--- src/rtl/cpu_clock_ctrl.sv ---
`default_nettype none
// ============================================================================
// Module      : cpu_clock_ctrl
// Description : Programmable CPU bus/control clock generator with free-run,
//               debounced single-step, clean halt/resume and a bus-cycle count.
// Revision    : 1.0 - initial release
// ============================================================================
module cpu_clock_ctrl #(
    parameter int CNT_WIDTH    = 32,
    parameter int DEFAULT_HALF = 33554432,
    parameter int DEB_CYCLES   = 1000000,
    parameter int CYC_WIDTH    = 16
) (
    input  logic                 clk,
    input  logic                 rst_n,
    input  logic [CNT_WIDTH-1:0] half_period,
    input  logic                 load_period,
    input  logic                 mode,
    input  logic                 step_btn,
    input  logic                 hlt,
    input  logic                 resume,
    output logic                 bus_clk,
    output logic                 control_clk,
    output logic                 bus_rise,
    output logic                 bus_fall,
    output logic                 halted,
    output logic [CYC_WIDTH-1:0] cycles
);

    localparam int DEB_W = (DEB_CYCLES > 1) ? $clog2(DEB_CYCLES + 1) : 1;

    localparam logic [2:0] c_RUN_LOW   = 3'd0;
    localparam logic [2:0] c_RUN_HIGH  = 3'd1;
    localparam logic [2:0] c_STEP_WAIT = 3'd2;
    localparam logic [2:0] c_STEP_HIGH = 3'd3;
    localparam logic [2:0] c_STEP_LOW  = 3'd4;
    localparam logic [2:0] c_HALTED    = 3'd5;

    logic [CNT_WIDTH-1:0] r_half;
    logic [CNT_WIDTH-1:0] r_cnt;
    logic [2:0]           r_state;
    logic                 r_bus_clk;
    logic                 r_ctrl_clk;
    logic                 r_rise;
    logic                 r_fall;
    logic                 r_halted;
    logic [CYC_WIDTH-1:0] r_cycles;

    logic                 r_step_s1;
    logic                 r_step_s2;
    logic                 r_deb;
    logic                 r_deb_prev;
    logic [DEB_W-1:0]     r_deb_cnt;

    logic                 r_res_s1;
    logic                 r_res_s2;
    logic                 r_res_prev;

    logic [CNT_WIDTH-1:0] w_h;
    logic                 w_done;
    logic                 w_press;
    logic                 w_resume_edge;
    logic [2:0]           w_n_state;
    logic [CNT_WIDTH-1:0] w_n_cnt;
    logic                 w_n_bus;

    // A zero half-period behaves as one: toggle every clk.
    assign w_h           = (r_half == '0) ? CNT_WIDTH'(1) : r_half;
    assign w_done        = (r_cnt >= (w_h - CNT_WIDTH'(1)));
    assign w_press       = r_deb & ~r_deb_prev;
    assign w_resume_edge = r_res_s2 & ~r_res_prev;

    always_comb begin
        w_n_state = r_state;
        w_n_cnt   = r_cnt + CNT_WIDTH'(1);
        case (r_state)
            c_RUN_LOW: begin
                if (w_done) begin
                    w_n_cnt = '0;
                    if (hlt)       w_n_state = c_HALTED;
                    else if (mode) w_n_state = c_STEP_WAIT;
                    else           w_n_state = c_RUN_HIGH;
                end
            end
            c_RUN_HIGH: begin
                if (w_done) begin
                    w_n_cnt   = '0;
                    w_n_state = c_RUN_LOW;
                end
            end
            c_STEP_WAIT: begin
                w_n_cnt = '0;
                if (hlt)          w_n_state = c_HALTED;
                else if (!mode)   w_n_state = c_RUN_LOW;
                else if (w_press) w_n_state = c_STEP_HIGH;
            end
            c_STEP_HIGH: begin
                if (w_done) begin
                    w_n_cnt   = '0;
                    w_n_state = c_STEP_LOW;
                end
            end
            c_STEP_LOW: begin
                if (w_done) begin
                    w_n_cnt   = '0;
                    w_n_state = c_STEP_WAIT;
                end
            end
            c_HALTED: begin
                w_n_cnt = '0;
                if (w_resume_edge && !hlt)
                    w_n_state = mode ? c_STEP_WAIT : c_RUN_LOW;
            end
            default: begin
                w_n_cnt   = '0;
                w_n_state = c_RUN_LOW;
            end
        endcase
        w_n_bus = (w_n_state == c_RUN_HIGH) || (w_n_state == c_STEP_HIGH);
    end

    always_ff @(posedge clk or negedge rst_n) begin
        if (!rst_n) begin
            r_half     <= CNT_WIDTH'(DEFAULT_HALF);
            r_cnt      <= '0;
            r_state    <= c_RUN_LOW;
            r_bus_clk  <= 1'b0;
            r_ctrl_clk <= 1'b1;
            r_rise     <= 1'b0;
            r_fall     <= 1'b0;
            r_halted   <= 1'b0;
            r_cycles   <= '0;
        end else begin
            if (load_period)
                r_half <= half_period;
            r_cnt      <= w_n_cnt;
            r_state    <= w_n_state;
            r_bus_clk  <= w_n_bus;
            r_ctrl_clk <= ~w_n_bus;
            r_rise     <= w_n_bus & ~r_bus_clk;
            r_fall     <= ~w_n_bus & r_bus_clk;
            r_halted   <= (w_n_state == c_HALTED);
            if (w_n_bus && !r_bus_clk)
                r_cycles <= r_cycles + CYC_WIDTH'(1);
        end
    end

    // Debounced level only moves after DEB_CYCLES consecutive disagreeing samples.
    always_ff @(posedge clk or negedge rst_n) begin
        if (!rst_n) begin
            r_step_s1  <= 1'b0;
            r_step_s2  <= 1'b0;
            r_deb      <= 1'b0;
            r_deb_prev <= 1'b0;
            r_deb_cnt  <= '0;
        end else begin
            r_step_s1  <= step_btn;
            r_step_s2  <= r_step_s1;
            r_deb_prev <= r_deb;
            if (r_step_s2 != r_deb) begin
                if (r_deb_cnt == DEB_W'(DEB_CYCLES - 1)) begin
                    r_deb     <= r_step_s2;
                    r_deb_cnt <= '0;
                end else begin
                    r_deb_cnt <= r_deb_cnt + DEB_W'(1);
                end
            end else begin
                r_deb_cnt <= '0;
            end
        end
    end

    always_ff @(posedge clk or negedge rst_n) begin
        if (!rst_n) begin
            r_res_s1   <= 1'b0;
            r_res_s2   <= 1'b0;
            r_res_prev <= 1'b0;
        end else begin
            r_res_s1   <= resume;
            r_res_s2   <= r_res_s1;
            r_res_prev <= r_res_s2;
        end
    end

    assign bus_clk     = r_bus_clk;
    assign control_clk = r_ctrl_clk;
    assign bus_rise    = r_rise;
    assign bus_fall    = r_fall;
    assign halted      = r_halted;
    assign cycles      = r_cycles;

endmodule
`default_nettype wire

--- config.mk ---
export PLATFORM = sky130hd
export DESIGN_NAME = cpu_clock_ctrl
export DESIGN_NICKNAME = d
export VERILOG_FILES = /design/src/rtl/cpu_clock_ctrl.sv
export SDC_FILE = /design/constraint.sdc
export NUM_CORES = 1
export LEC_CHECK = 0
export CORE_MARGIN = 1.5
export CORE_UTILIZATION = 28
export DETAILED_ROUTE_END_ITERATION = 12
export GPL_TIMING_DRIVEN = 1
export SLEW_MARGIN = 20
export SYNTH_ARGS = -nofsm -noshare
export SYNTH_HDL_FRONTEND = slang
export SYNTH_SLANG_ARGS = --single-unit
--- constraint.sdc ---
create_clock -name clk -period 5.8 [get_ports clk]
set_clock_uncertainty 0.15 [all_clocks]
set_input_delay 0.87 -clock clk [delete_from_list [all_inputs] [get_ports clk]]
set_output_delay 0.87 -clock clk [all_outputs]
set_load 0.02 [all_outputs]
==> summary.txt <==
Global routing
  • Largest net degree at the start of global routing: 71
  • Total gr overflow: 0
  • GRT Resource Usage Total: 12.0%
  • Antenna violations before repair: 0
  • Global-route wire length before repair: 22400 um
  • Vias in the first global route: 4495

CTS
  • Post-CTS sizing: 0
  • Postcts setup bufs: 0
  • CTS clk-pin slew, worst paths: ~0.05 ns
  • CTS buffer count: 17
  • H-tree depth: 4
  • Clock latency on the worst-skew pair: 0.42 ns
  • Clock tree from TritonCTS: done
  • Clock buffer depth: 2
  • Post-CTS Hold Fix Bufs: 0
  • CTS sink count: 115
  • CTS Root Buffer Type: clkbuf_16

STA
  • Setup tns final: 0 ns
  • RSZ-0062 raised after global routing: false
  • Fin crit period: roughly 5.5 ns
  • Final Hold Viols: 0
  • Max Transition Viols Final: 0
  • Finish-stage setup viols: 0
  • Hold Worst Slack: a little under 0.2 ns
  • Worst-Margin Slew: 0.914 ns
  • Final worst slack: 0.347 ns
  • Slew headroom: between 30 and 40%
  • Fin crit share: 94.0%
  • Max Freq: 0.183 GHz

Synth
  • #FFs+latches synth: about 120
  • Seq/Total Area, Yosys: 46.2%
  • Avg Cell Area, Syn: 10.3 um2
  • Synth Flop Type: dfrtp_1
  • Synthesis Warnings: 0
  • Top post-synthesis cells by area: dfrtp_1, ha_1, xor2_1, mux2_2, xnor2_1
  • Top cell type's share of synthesized area: 45.4%
  • Post-synth top area cell: dfrtp_1
  • Mapped Area: 6230 um2
  • Cells after Synth: 607
  • Ys async rst share: between 90% and 100%
  • Number of synthesized flops with an enable pin: 0
  • Yosys cell types: 49
  • Synth Net Count: 682

Placement
  • HPWL after detailed placement: between 9000 and 10000 um
  • IO Port Bufs: 59
  • DP Worst Slack: 0.264 ns
  • Final GP Congestion: 0.800

Floorplan
  • FP Rows: 54
  • Die ar.: 23200 um2
  • Die H: between 150 and 200 um
  • # IOs: 60
  • Initial Utilization: 28.6%
  • DIE WIDTH: 152 um
  • Core ar.: 21800 um2

Drt
  • DRC viols: 0
  • DR vias/cell: 4.72
  • Wire length per cell: 13.5 um
  • ANT nets after route: 0
  • Total vias in the final route: around 4600
  • DRT Wirelength: 13100 um
  • TritonRoute pass-1 iters: 4
  • Initial DRC count: about 240

Worst setup path
  • CP Capture Type: flop
  • Worst path required time: 5.95 ns
  • Worst setup startpoint: r_half[17]$_DFFE_PN0P_
  • Crit path to: cycles[1]$_DFFE_PN0P_
  • Reg2Reg Depth: 19
  • Setup CP Type: reg2reg
  • RR Endpoint: cycles[1]$_DFFE_PN0P_
  • Worst Setup Start Kind: flop
  • Flop2flop setup slack: between 0.3 and 0.4 ns
  • Worst reg2reg path startpoint: r_half[17]$_DFFE_PN0P_
  • CP max FO: 9
  • Worst EP arrival: 5.60 ns

Finish
  • Layout net count: 751
  • Share of cells above drive strength 1: 11.8%
  • Antenna Cells: 0
  • Most common cell after layout, fill and taps aside: dfrtp_1
  • Commonest non-fill, non-tap cells in the layout: dfrtp_1, nor2_1, clkdlybuf4s50_1
  • Area Overhead vs Synth: 24.1%

Power
  • Total chip power: about 2500 uW
  • Leakage: 0.00330 uW
  • Peak VDD IR: between 0.15 and 0.2 mV
  • Pwr Density: 317 nW/um2

Status
  • Outcome: finished, final reports clean

Hold path
  • Worst hold path class: reg2reg

Run
  • Total of max-cap violations: 0
sequential cells by signal, summed over array words and instances (netlist names), 3 cells and up:
name	flops
r_half	32
r_cnt	32
r_deb_cnt	20
cycles	16
r_state	3
cell families after synthesis:
group | Yosys count | share of synthesized area, %
xor+xnor | 85 | 11.9
buf+inv | 25 | 1.53
mux | 33 | 5.96
simple gates | 261 | 22.2
flops | 115 | 46.2
compound gates | 52 | 4.88
fa+ha+maj | 36 | 7.23
synth_stat cells, drive strengths merged (12+ instances only):
cell type	count
dfrtp	113
nor2	71
xor2	47
nand2	44
xnor2	38
ha	36
nand3	35
mux2	33
a21oi	22
o21ai	17
nor3	16
and3	15
clkbuf	14
nor4	13
or3	12
layer usage:
metal	track usage (%)	vias up	share of wire [%]
met5	0	-	0
met4	4.72	0	1.5
met3	3.87	16	3.7
met2	18.0	57	46
met1	16.0	2206	49
li1	-	2292	-
worst max-delay path: stages (launching register included):
cell and delay [ns]:
dfrtp_1 0.43, or4_4 0.56, or4_4 0.45, nor4_4 0.27, a31oi_1 0.21, ha_1 0.27, nand2_1 0.16, nor4_2 0.09
nand3_1 0.18, nor3_1 0.09, xnor2_1 0.13, ha_1 0.30, nand4_1 0.15, nor2_1 0.06, a221oi_1 0.27, o211ai_1 0.27
o311ai_2 0.42, a31oi_4 0.11, or3_1 0.44, mux2_1 0.33
layout make-up:
type / count / area, um2
clock buffers: 25 / 475
repair buffers: 65 / 633
flip-flops and latches: 115 / 2880
well taps: 280 / 350
fillers: 2199 / 14100
clock inverters: 7 / 60.1
inverters: 10 / 37.5
multi-input cells: 467 / 3300
power breakdown:
group          total, uW  internal (uW)  switching, uW
clock                960            605            354
sequential           988            884            105
combinational        506            230            275
total               2450           1720            734
how the worst min path moves through the flow:
stage / from / end / cells after the start
3_3_place_gp: r_step_s1$_DFF_PN0_ / r_step_s2$_DFF_PN0_ / 0
2_1_floorplan: r_res_s1$_DFF_PN0_ / r_res_s2$_DFF_PN0_ / 0
4_1_cts: r_res_s1$_DFF_PN0_ / r_res_s2$_DFF_PN0_ / 0
5_1_grt: r_res_s1$_DFF_PN0_ / r_res_s2$_DFF_PN0_ / 0
3_5_place_dp: r_res_s1$_DFF_PN0_ / r_res_s2$_DFF_PN0_ / 0
6_report: r_res_s1$_DFF_PN0_ / r_res_s2$_DFF_PN0_ / 0
metrics by stage:
stage	area, um2	util, %	std cells
finish	7730	35.4	969
global route	7730	35.4	969
CTS	7690	35.3	969
detailed placement	7160	32.8	937
global placement	7160	32.8	937
floorplan	6230	-	607
Power figures use the tool's default switching activity.
